File: src/rtl/booth4_scheduler.sv
// -----------------------------------------------------------------------------
// booth4_scheduler
//
// Shares one booth4 radix-4 8x8 signed multiplier among N_REQ requesters with
// strict round-robin arbitration. Each job: grant in IDLE, load the
// multiplicand (with the enable pulse), load the multiplier, wait for done,
// read the product back high byte then low byte, and pulse a response to the
// owning requester. Jobs never overlap.
//
// Parameters
//   N_REQ    number of requesters (2..8)
//   TIMEOUT  WAIT-state watchdog limit in cycles (used only when the macro
//            BOOTH4_SCHED_TIMEOUT_EN is defined)
//
// Optional feature macro: BOOTH4_SCHED_TIMEOUT_EN
//   defined   : WAIT is bounded to TIMEOUT cycles; on expiry the job is
//               answered with rsp_product=0 and rsp_err=1.
//   undefined : WAIT lasts until mul_done; rsp_err is always 0.
//
// Ports
//   clk, rst                 clock, asynchronous active-high reset
//   req_valid[N_REQ]         requester i has a job pending
//   req_a/req_b[8*N_REQ]     signed operands, slice [8i+7:8i]
//   req_ready[N_REQ]         one-hot grant, asserted only in IDLE
//   rsp_valid[N_REQ]         one-hot, single-cycle response strobe
//   rsp_product[16]          signed product {hi,lo}, valid with rsp_valid
//   rsp_err                  response produced by the watchdog
//   busy                     FSM not in IDLE
//   mul_enable, mul_inbus    start pulse and operand bus to booth4
//   mul_done, mul_outbus     done flag and result bus from booth4
//
// Handshake: a job from requester i is accepted on a rising edge where
// req_valid[i] & req_ready[i]. req_ready is a pure function of req_valid and
// the round-robin pointer while in IDLE, so acceptance is unconditional once
// granted. Responses have no backpressure: rsp_valid is a single-cycle pulse.
// -----------------------------------------------------------------------------
module booth4_scheduler #(
  parameter int N_REQ   = 4,
  parameter int TIMEOUT = 64
) (
  input  logic               clk,
  input  logic               rst,
  input  logic [N_REQ-1:0]   req_valid,
  input  logic [8*N_REQ-1:0] req_a,
  input  logic [8*N_REQ-1:0] req_b,
  output logic [N_REQ-1:0]   req_ready,
  output logic [N_REQ-1:0]   rsp_valid,
  output logic [15:0]        rsp_product,
  output logic               rsp_err,
  output logic               busy,
  output logic               mul_enable,
  output logic [7:0]         mul_inbus,
  input  logic               mul_done,
  input  logic [7:0]         mul_outbus
);

  localparam int IDX_W = (N_REQ > 1) ? $clog2(N_REQ) : 1;

  // READ_HI has no state of its own: the high byte is captured on the same
  // cycle mul_done is seen in WAIT.
  typedef enum logic [2:0] {
    S_IDLE    = 3'd0,
    S_LOAD_M  = 3'd1,
    S_LOAD_Q  = 3'd2,
    S_WAIT    = 3'd3,
    S_READ_LO = 3'd4,
    S_RESP    = 3'd5
  } state_t;

  state_t           state_q, state_d;
  logic [IDX_W-1:0] rr_ptr_q, rr_ptr_d;
  logic [IDX_W-1:0] owner_q, owner_d;
  logic [7:0]       a_q, a_d;
  logic [7:0]       b_q, b_d;
  logic [7:0]       hi_q, hi_d;
  logic [7:0]       lo_q, lo_d;
  logic             err_q, err_d;
  logic             timeout_hit;

  // ---------------------------------------------------------------------------
  // Round-robin pick: lowest requesting index at or above rr_ptr, otherwise
  // the lowest requesting index overall (wrap-around).
  // ---------------------------------------------------------------------------
  logic             win_found;
  logic [IDX_W-1:0] win_idx;
  logic             upper_found;
  logic [IDX_W-1:0] upper_idx;
  logic [IDX_W-1:0] lower_idx;

  always_comb begin
    win_found   = 1'b0;
    upper_found = 1'b0;
    upper_idx   = '0;
    lower_idx   = '0;
    for (int i = 0; i < N_REQ; i++) begin
      if (req_valid[i] && !win_found) begin
        win_found = 1'b1;
        lower_idx = IDX_W'(i);
      end
      if (req_valid[i] && !upper_found && (IDX_W'(i) >= rr_ptr_q)) begin
        upper_found = 1'b1;
        upper_idx   = IDX_W'(i);
      end
    end
    win_idx = upper_found ? upper_idx : lower_idx;
  end

  // ---------------------------------------------------------------------------
  // Optional WAIT watchdog
  // ---------------------------------------------------------------------------
`ifdef BOOTH4_SCHED_TIMEOUT_EN
  localparam int CNT_W = $clog2(TIMEOUT + 1);

  logic [CNT_W-1:0] wait_cnt_q, wait_cnt_d;

  // wait_cnt_q counts WAIT cycles already spent, so the hit fires on the
  // TIMEOUT-th WAIT cycle and RESP follows on the next edge.
  assign timeout_hit = (wait_cnt_q == CNT_W'(TIMEOUT - 1));

  always_comb begin
    wait_cnt_d = '0;
    if (state_q == S_WAIT) begin
      wait_cnt_d = wait_cnt_q + 1'b1;
    end
  end

  always_ff @(posedge clk or posedge rst) begin
    if (rst) begin
      wait_cnt_q <= '0;
    end else begin
      wait_cnt_q <= wait_cnt_d;
    end
  end
`else
  logic unused_cfg;
  assign unused_cfg  = ^TIMEOUT;
  assign timeout_hit = 1'b0;
`endif

  // ---------------------------------------------------------------------------
  // FSM: next state, datapath latches and outputs
  // ---------------------------------------------------------------------------
  always_comb begin
    state_d     = state_q;
    rr_ptr_d    = rr_ptr_q;
    owner_d     = owner_q;
    a_d         = a_q;
    b_d         = b_q;
    hi_d        = hi_q;
    lo_d        = lo_q;
    err_d       = err_q;
    req_ready   = '0;
    rsp_valid   = '0;
    rsp_product = '0;
    rsp_err     = 1'b0;
    mul_enable  = 1'b0;
    mul_inbus   = '0;

    unique case (state_q)
      S_IDLE: begin
        // rst gating keeps req_ready low while reset is held.
        if (win_found && !rst) begin
          req_ready[win_idx] = 1'b1;
          a_d      = req_a[{win_idx, 3'b000} +: 8];
          b_d      = req_b[{win_idx, 3'b000} +: 8];
          owner_d  = win_idx;
          err_d    = 1'b0;
          rr_ptr_d = (win_idx == IDX_W'(N_REQ - 1)) ? '0 : win_idx + 1'b1;
          state_d  = S_LOAD_M;
        end
      end
      S_LOAD_M: begin
        mul_enable = 1'b1;
        mul_inbus  = a_q;
        state_d    = S_LOAD_Q;
      end
      S_LOAD_Q: begin
        mul_inbus = b_q;
        state_d   = S_WAIT;
      end
      S_WAIT: begin
        if (mul_done) begin
          hi_d    = mul_outbus;
          state_d = S_READ_LO;
        end else if (timeout_hit) begin
          hi_d    = '0;
          lo_d    = '0;
          err_d   = 1'b1;
          state_d = S_RESP;
        end
      end
      S_READ_LO: begin
        lo_d    = mul_outbus;
        state_d = S_RESP;
      end
      S_RESP: begin
        rsp_valid[owner_q] = 1'b1;
        rsp_product        = {hi_q, lo_q};
        rsp_err            = err_q;
        state_d            = S_IDLE;
      end
      default: begin
        state_d = S_IDLE;
      end
    endcase
  end

  assign busy = (state_q != S_IDLE);

  always_ff @(posedge clk or posedge rst) begin
    if (rst) begin
      state_q  <= S_IDLE;
      rr_ptr_q <= '0;
      owner_q  <= '0;
      a_q      <= '0;
      b_q      <= '0;
      hi_q     <= '0;
      lo_q     <= '0;
      err_q    <= 1'b0;
    end else begin
      state_q  <= state_d;
      rr_ptr_q <= rr_ptr_d;
      owner_q  <= owner_d;
      a_q      <= a_d;
      b_q      <= b_d;
      hi_q     <= hi_d;
      lo_q     <= lo_d;
      err_q    <= err_d;
    end
  end

endmodule
File: config.mk
export PLATFORM = sky130hd
export DESIGN_NAME = booth4_scheduler
export DESIGN_NICKNAME = d
export VERILOG_FILES = /design/src/rtl/booth4_scheduler.sv
export SDC_FILE = /design/constraint.sdc
export NUM_CORES = 1
export LEC_CHECK = 0
export ABC_AREA = 0
export BUFFER_PORTS_ARGS = -buffer_cell sky130_fd_sc_hd__clkbuf_2
export CORE_MARGIN = 2
export CORE_UTILIZATION = 45
export CTS_CLUSTER_DIAMETER = 50
export CTS_CLUSTER_SIZE = 24
export DETAILED_ROUTE_END_ITERATION = 16
export PLACE_DENSITY = 0.78
export SKIP_LAST_GASP = 1
export SLEW_MARGIN = 20
export SYNTH_ARGS = -nofsm -noshare
export SYNTH_HDL_FRONTEND = slang
export SYNTH_SLANG_ARGS = --single-unit
export TNS_END_PERCENT = 30
File: constraint.sdc
create_clock -name clk -period 2.2 [get_ports clk]
set_input_delay 0.11 -clock clk [delete_from_list [all_inputs] [get_ports clk]]
set_output_delay 0.11 -clock clk [all_outputs]
set_load 0.1 [all_outputs]
## Word-level counts from Yosys, hierarchy flattened

Index checks and enable logic that the tools add are counted.
Widths: inputs -> output; s select.

- Add/sub/neg operators: 1
- Magnitude comparators: 8
- Eq/ne operators: 8
- Shift operators: 2
- Muxes and demuxes: 29
- Reduce and logical (&&, ||, !) cells: 25

Operator list:

| kind | count |
|---|---|
| $shiftx 32x6->8 | 2 |
| $mux 16 | 1 |
| $pmux 8 s2 | 1 |
| $pmux 3 s5 | 1 |
| $logic_and 1x1->1 | 13 |
| $mux 1 | 13 |
| $mux 2 | 6 |
| $mux 4 | 3 |
| $logic_not 1->1 | 7 |
| $eq 3x2->1 const B | 2 |
| $eq 3x3->1 const B | 2 |
| $lt 2x3->1 const B | 2 |
| $mux 3 | 2 |
| $reduce_and 2->1 | 3 |
| $demux 1 s2 | 2 |
| $ge 1x2->1 const A | 2 |
| $ge 2x1->1 const B | 2 |
| $ge 2x2->1 const A | 2 |
| $ne 2x2->1 const B | 2 |
| $eq 3x1->1 const B | 1 |
| $logic_not 3->1 | 1 |
| $reduce_bool 3->1 | 1 |
| $add 2x1->2 const B | 1 |
| $eq 2x2->1 const B | 1 |

- Register bits: 39
- Bits of input ports: 79

## Depth between registers and ports, before layout

Gate-level depths: netlist (run 1).

- Depth after elaboration: 22
- Gate-level depth with buffers: 7

## Worst setup path after synthesis (run 1)

OpenSTA, ideal clock, no wires.

- Path type: register -> output
- Start: register state_q[0]
- End: output port rsp_valid[0]
- Data arrival time: 3.120 ns
- Required time: 2.090 ns
- Path slack: -1.030 ns
- Cell stages (with the launch flop): 5
- Path buffers: 0
- Cells stage by stage: dfrtp_1 inv_1 nor2_1 and2_1 nor3b_1

- Longest elaborated chain between the ends: 2

RTL lines:

| what | line | source |
|---|---|---|
| start: declaration | 70 | `state_t state_q, state_d;` |
| start signal: assignment | 221 | `state_q <= state_d;` |
| $eq 3x3->1 | 159 | `unique case (state_q)` |
| $mux 4 | 159 |  |
| end: declaration | 47 | `output logic [N_REQ-1:0] rsp_valid,` |

Every way passes these cells.

## Worst setup path after layout (run 1)

- Start: register rr_ptr_q[1]
- End: output port req_ready[0]

- Longest elaborated chain between the ends: 22
- Elaborated cells between the ends (all ways): 29
- Classes of those cells: order compare (6); mux (12); reduce/logical (11)

RTL lines:

| what | line | source |
|---|---|---|
| start: declaration | 71 | `logic [IDX_W-1:0] rr_ptr_q, rr_ptr_d;` |
| start signal: assignment | 222 | `rr_ptr_q <= rr_ptr_d;` |
| $ge 1x2->1 | 100 | `if (req_valid[i] && !upper_found && (IDX_W'(i) >= rr_ptr_q)) begin` |
| $logic_and 1x1->1 | 100 |  |
| $mux 1 | 100 |  |
| $logic_not 1->1 | 100 |  |
| $logic_and 1x1->1 (2 in series) | 100 |  |
| $mux 1 | 100 |  |
| $logic_not 1->1 | 100 |  |
| $logic_and 1x1->1 (2 in series) | 100 |  |
| [5 not listed] | n/a |  |
| $mux 2 (*) | 105 | `win_idx = upper_found ? upper_idx : lower_idx;` |
| net win_idx[0] | 85 | `logic [IDX_W-1:0] win_idx;` |
| $lt 2x3->1 (not written as such) / $ge 2x1->1 (equally long branches) | 163 | `req_ready[win_idx] = 1'b1;` |
| $logic_and 1x1->1 (not written as such) | 163 |  |
| $mux 1 (not written as such) | 163 |  |
| $demux 1 s2 (*) | 163 |  |
| $mux 4 (*) | 162 | `if (win_found && !rst) begin` |
| $mux 4 (*) | 159 |  |
| end: declaration | 46 | `output logic [N_REQ-1:0] req_ready,` |

The timed path passes the listed nets; every way through them passes the cells marked *.

==> key figures, run 1 <==
Run status
  • Outcome: finished, violations left
  • Violated checks: negative hold slack

Floorplan
  • Core box area: 5110 um^2
  • Chip height: 77.0 um
  • Initial Utilization: 0.469
  • IO Pins: 114
  • Die area: 5920 um^2
  • Std cell rows: 26
  • Die W: 77.0 um

Timing
  • # setup viols final: 0
  • Slew headroom: 0.501
  • Measured slew at the worst slew-check pin: 0.749 ns
  • Crit path time final: 2.12 ns
  • Worst Skew: 0.00405 ns
  • Fin crit share: 0.965
  • Final Hold Fails: 6
  • Slew Viols, Final: 0
  • Fmax: 0.471 GHz
  • Setup WS post-layout: 0.0780 ns
  • Worst hold slack: -0.00505 ns

Critical path
  • Reg-to-Reg End: b_q[6]$_DFFE_PP0P_
  • Worst-path fanout max: 18
  • Crit path kind: reg -> out
  • Critical path arrival: 2.01 ns
  • CP startpoint kind: flop
  • Req. time, crit path: 2.09 ns
  • Worst R2R Start: state_q[1]$_DFFE_PP0P_
  • Worst Setup End Kind: output pin
  • R2R depth: 4
  • Crit. Startpoint: rr_ptr_q[1]$_DFFE_PP0P_
  • Flop-to-flop setup slack: 0.16 ns

Power
  • Total power: 4850 uW
  • Peak VDD IR: 0.855 mV
  • PD cells: 1350 nW/um^2
  • Leakage: 0.00183 uW

Cells and area
  • Synthesis-to-finish area growth: 50.3%
  • # fillers: 395
  • Fin area: 3600 um^2
  • Utilization after layout: 0.705
  • Ant diodes: 0
  • Layout Nets: 416
  • Share of layout cells above drive strength 1: 0.461

Place
  • Place WS: 0.182 ns
  • Dpl hpwl: 4740 um
  • # port buffers: 112
  • RePlAce Congestion: 0.833
  • Placed cell areas: 3470 um^2

Clock network
  • CTS Root Buffer Type: clkbuf_8
  • Clock buffer depth: 2
  • Post-CTS setup buffer count: 0
  • Clk sinks: 39
  • H-tree level count: 2
  • Num CTS Buffers: 5
  • Worst-Skew Late Latency: 0.29 ns
  • TritonCTS clock tree: done
  • CTS Hold Bufs: 0
  • CTS clk-pin slew, worst paths: 0.08 ns

Synth
  • YS warnings: 0
  • Sequential area share after synthesis: 0.408
  • Syn Nets: 306
  • Ys async rst share: 1.00
  • Top-count cell post-synth: dfrtp_1
  • Synth cell count leaders: dfrtp_1 (39), mux2i_1 (32), and3_1 (18), a2bb2oi_1 (16), mux2_2 (16)
  • Post-synth top area cell: dfrtp_1
  • Syn_area_per_cell: 10.7 um^2
  • EDFF count, synth: 0
  • Yosys reg bits: 39
  • Post-synth cell types: 41
  • Mapped Area: 2390 um^2
  • Top flip-flop cell by instance count after synthesis: dfrtp_1
  • Post-synth top area share: 0.408
  • Cells after synthesis: 223
  • Ranking of synthesized cells by area: dfrtp_1 (41%), mux2i_1 (13%), mux2_2 (7.5%), a2bb2oi_1 (5.9%), and3_1 (4.7%)

Global route
  • Met1 Resource Use GR: 0.258
  • Largest net degree at the start of global routing: 40
  • Grt total ovfl: 0
  • Number of global-route vias before repair: 2156
  • Gr usage total: 0.219
  • GRT met3 Usage: 0.0435
  • First-pass GRT wire length: 10400 um
  • Grt met2 use: 0.397
  • Most Used Layer, Global Route: met2
  • Initial antenna violation count: 0

Drt
  • Drt via density: 5.29
  • Detailed-route wire length: 6320 um
  • Post-DRT Antenna Nets: 0
  • DR WL/cell: 15.6 um
  • Starting DRT DRC Count: 106
  • Residual DRC: 0
  • Vias: 2137
  • TritonRoute pass-1 iters: 4

Min path
  • Type of the worst min-delay path: in -> async

Flow run
  • Max-cap violations: 0
## power by group
| group | leakage, uW | total (uW) | switching, uW | internal (uW) |
|---|---|---|---|---|
| clock | 0.0000515 | 533 | 246 | 286 |
| sequential | 0.000474 | 1300 | 236 | 1070 |
| combinational | 0.00131 | 3010 | 1870 | 1150 |
## critical path, cell delays in order, from the launching register on
cell and delay [ns]:
dfrtp_1 0.44, mux2_4 0.32, o221a_4 0.32, inv_12 0.14, ha_1 0.15, and2_1 0.16
buf_12 0.18
## layer usage
metal / part of all wire / wire length [um]
met5: 0 / 0
met4: 0.018 / 111
met2: 0.53 / 3330
met1: 0.41 / 2600
met3: 0.043 / 273
## registers in the layout (all words and copies together) (netlist names)
register,count
lo_q,8
a_q,8
rr_ptr_q,2
state_q,3
hi_q,8
owner_q,2
b_q,8
## how the worst max path moves through the flow
stage,cells after the start,slack [ns],to
after floorplan,5,-0.27,mul_inbus[4]
after global placement,6,0.24,req_ready[0]
after detailed placement,6,0.18,b_q[6]$_DFFE_PP0P_
after CTS,6,0.06,req_ready[2]
after global routing,6,-0.002,req_ready[0]
final,6,0.08,req_ready[0]
## placed cells by master, fill, tap and decap left out, drive strengths merged, types with 2 or more instances in the layout
master / instances
ha: 4
buf: 38
a21oi: 3
nor2: 12
inv: 7
and2: 6
or3: 2
o21ai: 17
a22oi: 8
nor3: 3
nand2: 7
mux2i: 32
dfrtp: 39
a21o: 2
and3: 18
clkbuf: 88
nor2b: 2
mux2: 17
o21bai: 2
a2bb2oi: 16
## metrics by stage
stage	TNS (ns)	std cells
3_5_place_dp	0	395
2_1_floorplan	-1.43	223
6_report	0	404
3_3_place_gp	0	395
5_1_grt	-0.00231	404
4_1_cts	0	404
## kinds of logic (layout without fill, tap and decap cells)
kind of cell               Yosys count  count (layout)  synth area share
adders and majority gates            4               4            0.0209
buffers and inverters               22             133            0.0580
and+or+nand+nor                     55              55             0.135
AOI/OAI and AO/OA                   53              53             0.161
DFF                                 39              39             0.408
muxes                               49              49             0.215
other                                1               1           0.00157
## area by class of cell
cell class              instances  area [um^2]  share of cell area
multi-input cells             162         1310               0.363
repair buffers                118         1090               0.302
flip-flops and latches         39          976               0.271
clock buffers                   8          100              0.0278
well taps                      70         87.6              0.0243
inverters                       6         35.0             0.00974
repair inverters                1         8.76             0.00243
## timing repair
action / 4_1_cts / 5_1_grt
resized for setup: 3 / 1
cloned: 1 / 0
endpoints found under the setup margin: 2 / 2
No activity file was read; power rests on OpenSTA's default activity.
==> run 2, diff against run 1 <==
--- a/config.mk
+++ b/config.mk
@@ -8,11 +8,11 @@
 export ABC_AREA = 0
 export BUFFER_PORTS_ARGS = -buffer_cell sky130_fd_sc_hd__clkbuf_2
 export CORE_MARGIN = 2
-export CORE_UTILIZATION = 45
+export CORE_UTILIZATION = 47
 export CTS_CLUSTER_DIAMETER = 50
 export CTS_CLUSTER_SIZE = 24
 export DETAILED_ROUTE_END_ITERATION = 16
-export PLACE_DENSITY = 0.78
+export PLACE_DENSITY = 0.81
 export SKIP_LAST_GASP = 1
 export SLEW_MARGIN = 20
 export SYNTH_ARGS = -nofsm -noshare
==> key figures, run 2 (synthesis gave the netlist of run 1 again) <==
Clock network
  • Post-CTS setup buffer count: 0 (unchanged)
  • CTS Root Buffer Type: clkbuf_8
  • CTS clk-pin slew, worst paths: 0.07 ns (about the same)
  • H-tree level count: 2 (unchanged)
  • Clk sinks: 39 (unchanged)
  • Clock buffer depth: 2 (unchanged)
  • Worst-Skew Late Latency: 0.29 ns (about the same)
  • TritonCTS clock tree: done
  • Num CTS Buffers: 5 (unchanged)

Critical path
  • CP startpoint kind: flop
  • Worst Setup End Kind: output pin
  • Critical path arrival: 2.02 ns (about the same)
  • Req. time, crit path: 2.09 ns (about the same)
  • Flop-to-flop setup slack: 0.15 ns (about the same)
  • Worst-path fanout max: 18 (unchanged)
  • Crit. Startpoint: rr_ptr_q[1]$_DFFE_PP0P_
  • Crit path kind: reg -> out
  • Worst R2R Start: state_q[1]$_DFFE_PP0P_

Drt
  • Residual DRC: 0 (unchanged)
  • Detailed-route wire length: 6390 um (+1.0%)
  • Starting DRT DRC Count: 104 (-1.9%)
  • DR WL/cell: 16.0 um (+2.6%)
  • Vias: 2210 (+3.4%)
  • Drt via density: 5.55 (+5.0%)
  • TritonRoute pass-1 iters: 4 (unchanged)
  • Post-DRT Antenna Nets: 0 (unchanged)

Global route
  • Gr usage total: 0.235 (+0.0166)
  • First-pass GRT wire length: 10000 um (-3.2%)
  • Grt total ovfl: 0 (unchanged)
  • Number of global-route vias before repair: 2202 (+2.1%)
  • Initial antenna violation count: 0 (unchanged)
  • Largest net degree at the start of global routing: 40 (unchanged)

Power
  • Comb pwr share: 0.633 (+0.012)
  • Sw Pwr: 2350 uW (+0.22%)
  • Switching part of the total power: 0.493 (+0.00887)
  • Register share of total power: 0.273 (+0.004)
  • Peak VDD IR: 0.863 mV (+0.95%)
  • P_int: 2420 uW (-3.3%)
  • Clk network pwr share: 0.094 (-0.016)
  • PD cells: 1340 nW/um^2 (-0.58%)
  • Leakage: 0.00181 uW (-1.1%)

Min path
  • Type of the worst min-delay path: in -> reg
  • Hold Path Origin: mul_done

Timing
  • Worst Skew: 0.00359 ns (-0.000463 ns)
  • Crit path time final: 2.13 ns (+0.0101 ns)
  • Slew headroom: 0.504 (+0.00343)
  • Fin crit share: 0.969 (+0.00461)
  • Fmax: 0.469 GHz (-0.48%)
  • Worst hold slack: 0.0385 ns (+0.0436 ns)
  • Slew Viols, Final: 0 (unchanged)
  • # setup viols final: 0 (unchanged)
  • RSZ-0062 raised after global routing: false
  • Measured slew at the worst slew-check pin: 0.744 ns (-0.00514 ns)
  • Final Hold Fails: 0 (-6)

Cells and area
  • Commonest non-fill, non-tap cell in the layout: clkbuf_2
  • Synthesis-to-finish area growth: 48.7%
  • Ant diodes: 0 (unchanged)
  • Share of layout cells above drive strength 1: 0.453 (-0.00791)
  • Layout Nets: 415 (-0.24%)
  • Most frequent cells in the layout: clkbuf_2 (80), dfrtp_1 (39), mux2i_1 (32), buf_12 (32), and3_1 (18)
  • Fin area: 3560 um^2 (-1.0%)
  • # fillers: 362 (-8.4%)

Place
  • Placed cell areas: 3450 um^2 (-0.54%)
  • # port buffers: 112 (unchanged)
  • Dpl hpwl: 4570 um (-3.4%)
  • RePlAce Congestion: 0.865 (+3.8%)

Floorplan
  • Chip height: 75.4 um (-2.0%)
  • Std cell rows: 25 (-3.8%)
  • Die W: 75.4 um (-2.0%)
  • IO Pins: 114 (unchanged)
  • Die area: 5680 um^2 (-4.0%)
  • Initial Utilization: 0.497 (+0.0283)
  • Core box area: 4820 um^2 (-5.7%)

Flow run
  • Max-cap violations: 0 (unchanged)

Run status
  • Outcome: completed
## run 2: cell count changes in the layout (fill, tap and decap cells not counted)
| cell | previous run | this run |
|---|---|---|
| buf_4 | 6 | 4 |
| clkbuf_8 | 7 | 5 |
| dlygate4sd3_1 | 0 | 1 |
## run 2: routing by layer
| metal | vias to the layer above | track usage | part of all wire |
|---|---|---|---|
| li1 | 1030 | - | - |
| met1 | 1089 | 0.277 | 0.39 |
| met2 | 78 | 0.419 | 0.54 |
| met3 | 13 | 0.0450 | 0.049 |
| met4 | 0 | 0.0994 | 0.022 |
| met5 | - | 0 | 0 |
## run 2: power groups by stage
| stage | logic, uW | registers, uW | clock network [uW] |
|---|---|---|---|
| after floorplan | 2180 | 1240 | 0 |
| after CTS | 3030 | 1290 | 446 |
| after global placement | 2920 | 1280 | 0 |
| after detailed placement | 2980 | 1310 | 0 |
| after global routing | 3180 | 1340 | 481 |
| final | 3020 | 1300 | 448 |
## run 2: layout make-up
cell class / count / area [um^2] / share of cell area
clock buffers: 6 / 72.6 / 0.0204
inverters: 6 / 35.0 / 0.00983
multi-input cells: 162 / 1310 / 0.366
flip-flops and latches: 39 / 976 / 0.274
well taps: 67 / 83.8 / 0.0235
repair buffers: 117 / 1080 / 0.303
repair inverters: 1 / 8.76 / 0.00246
## run 2: path summary, 6_finish.rpt
| path | endpoint | cells past startpoint |
|---|---|---|
| min | state_q[0]$_DFFE_PP0P_ | 2 |
| max in group asynchronous | hi_q[0]$_DFFE_PP0P_ | 4 |
| max reg2reg | b_q[3]$_DFFE_PP0P_ | 4 |
| max | req_ready[2] | 6 |
| min in group asynchronous | rr_ptr_q[1]$_DFFE_PP0P_ | 4 |
| min reg2reg | lo_q[5]$_DFFE_PP0P_ | 1 |
## run 2: repair_timing
action / in CTS / in global routing
endpoints found under the setup margin: 2 / 2
endpoints found under the hold margin: 2 / 0
hold buffers: 1 / 0
gates cloned: 1 / 0
pin swaps: 0 / 0
resized for setup: 3 / 1
## run 2: per-stage QoR
| stage | worst slack, ns | TNS (ns) | power [uW] | std cells | util |
|---|---|---|---|---|---|
| final | 0.0679 | 0 | 4770 | 398 | 0.739 |
| after global routing | 0.0138 | 0 | 5000 | 398 | 0.739 |
| after CTS | 0.0649 | 0 | 4770 | 398 | 0.739 |
| after detailed placement | 0.144 | 0 | 4280 | 390 | 0.716 |
| after global placement | 0.228 | 0 | 4200 | 390 | 0.716 |
| after floorplan | -0.272 | -1.43 | 3420 | 223 | - |
## run 2: worst max-delay path: stages, from the launching register on
cell	delay (ns)
dfrtp_1	0.44
mux2_4	0.32
o221a_4	0.32
inv_12	0.14
ha_1	0.16
and2_1	0.16
buf_12	0.18
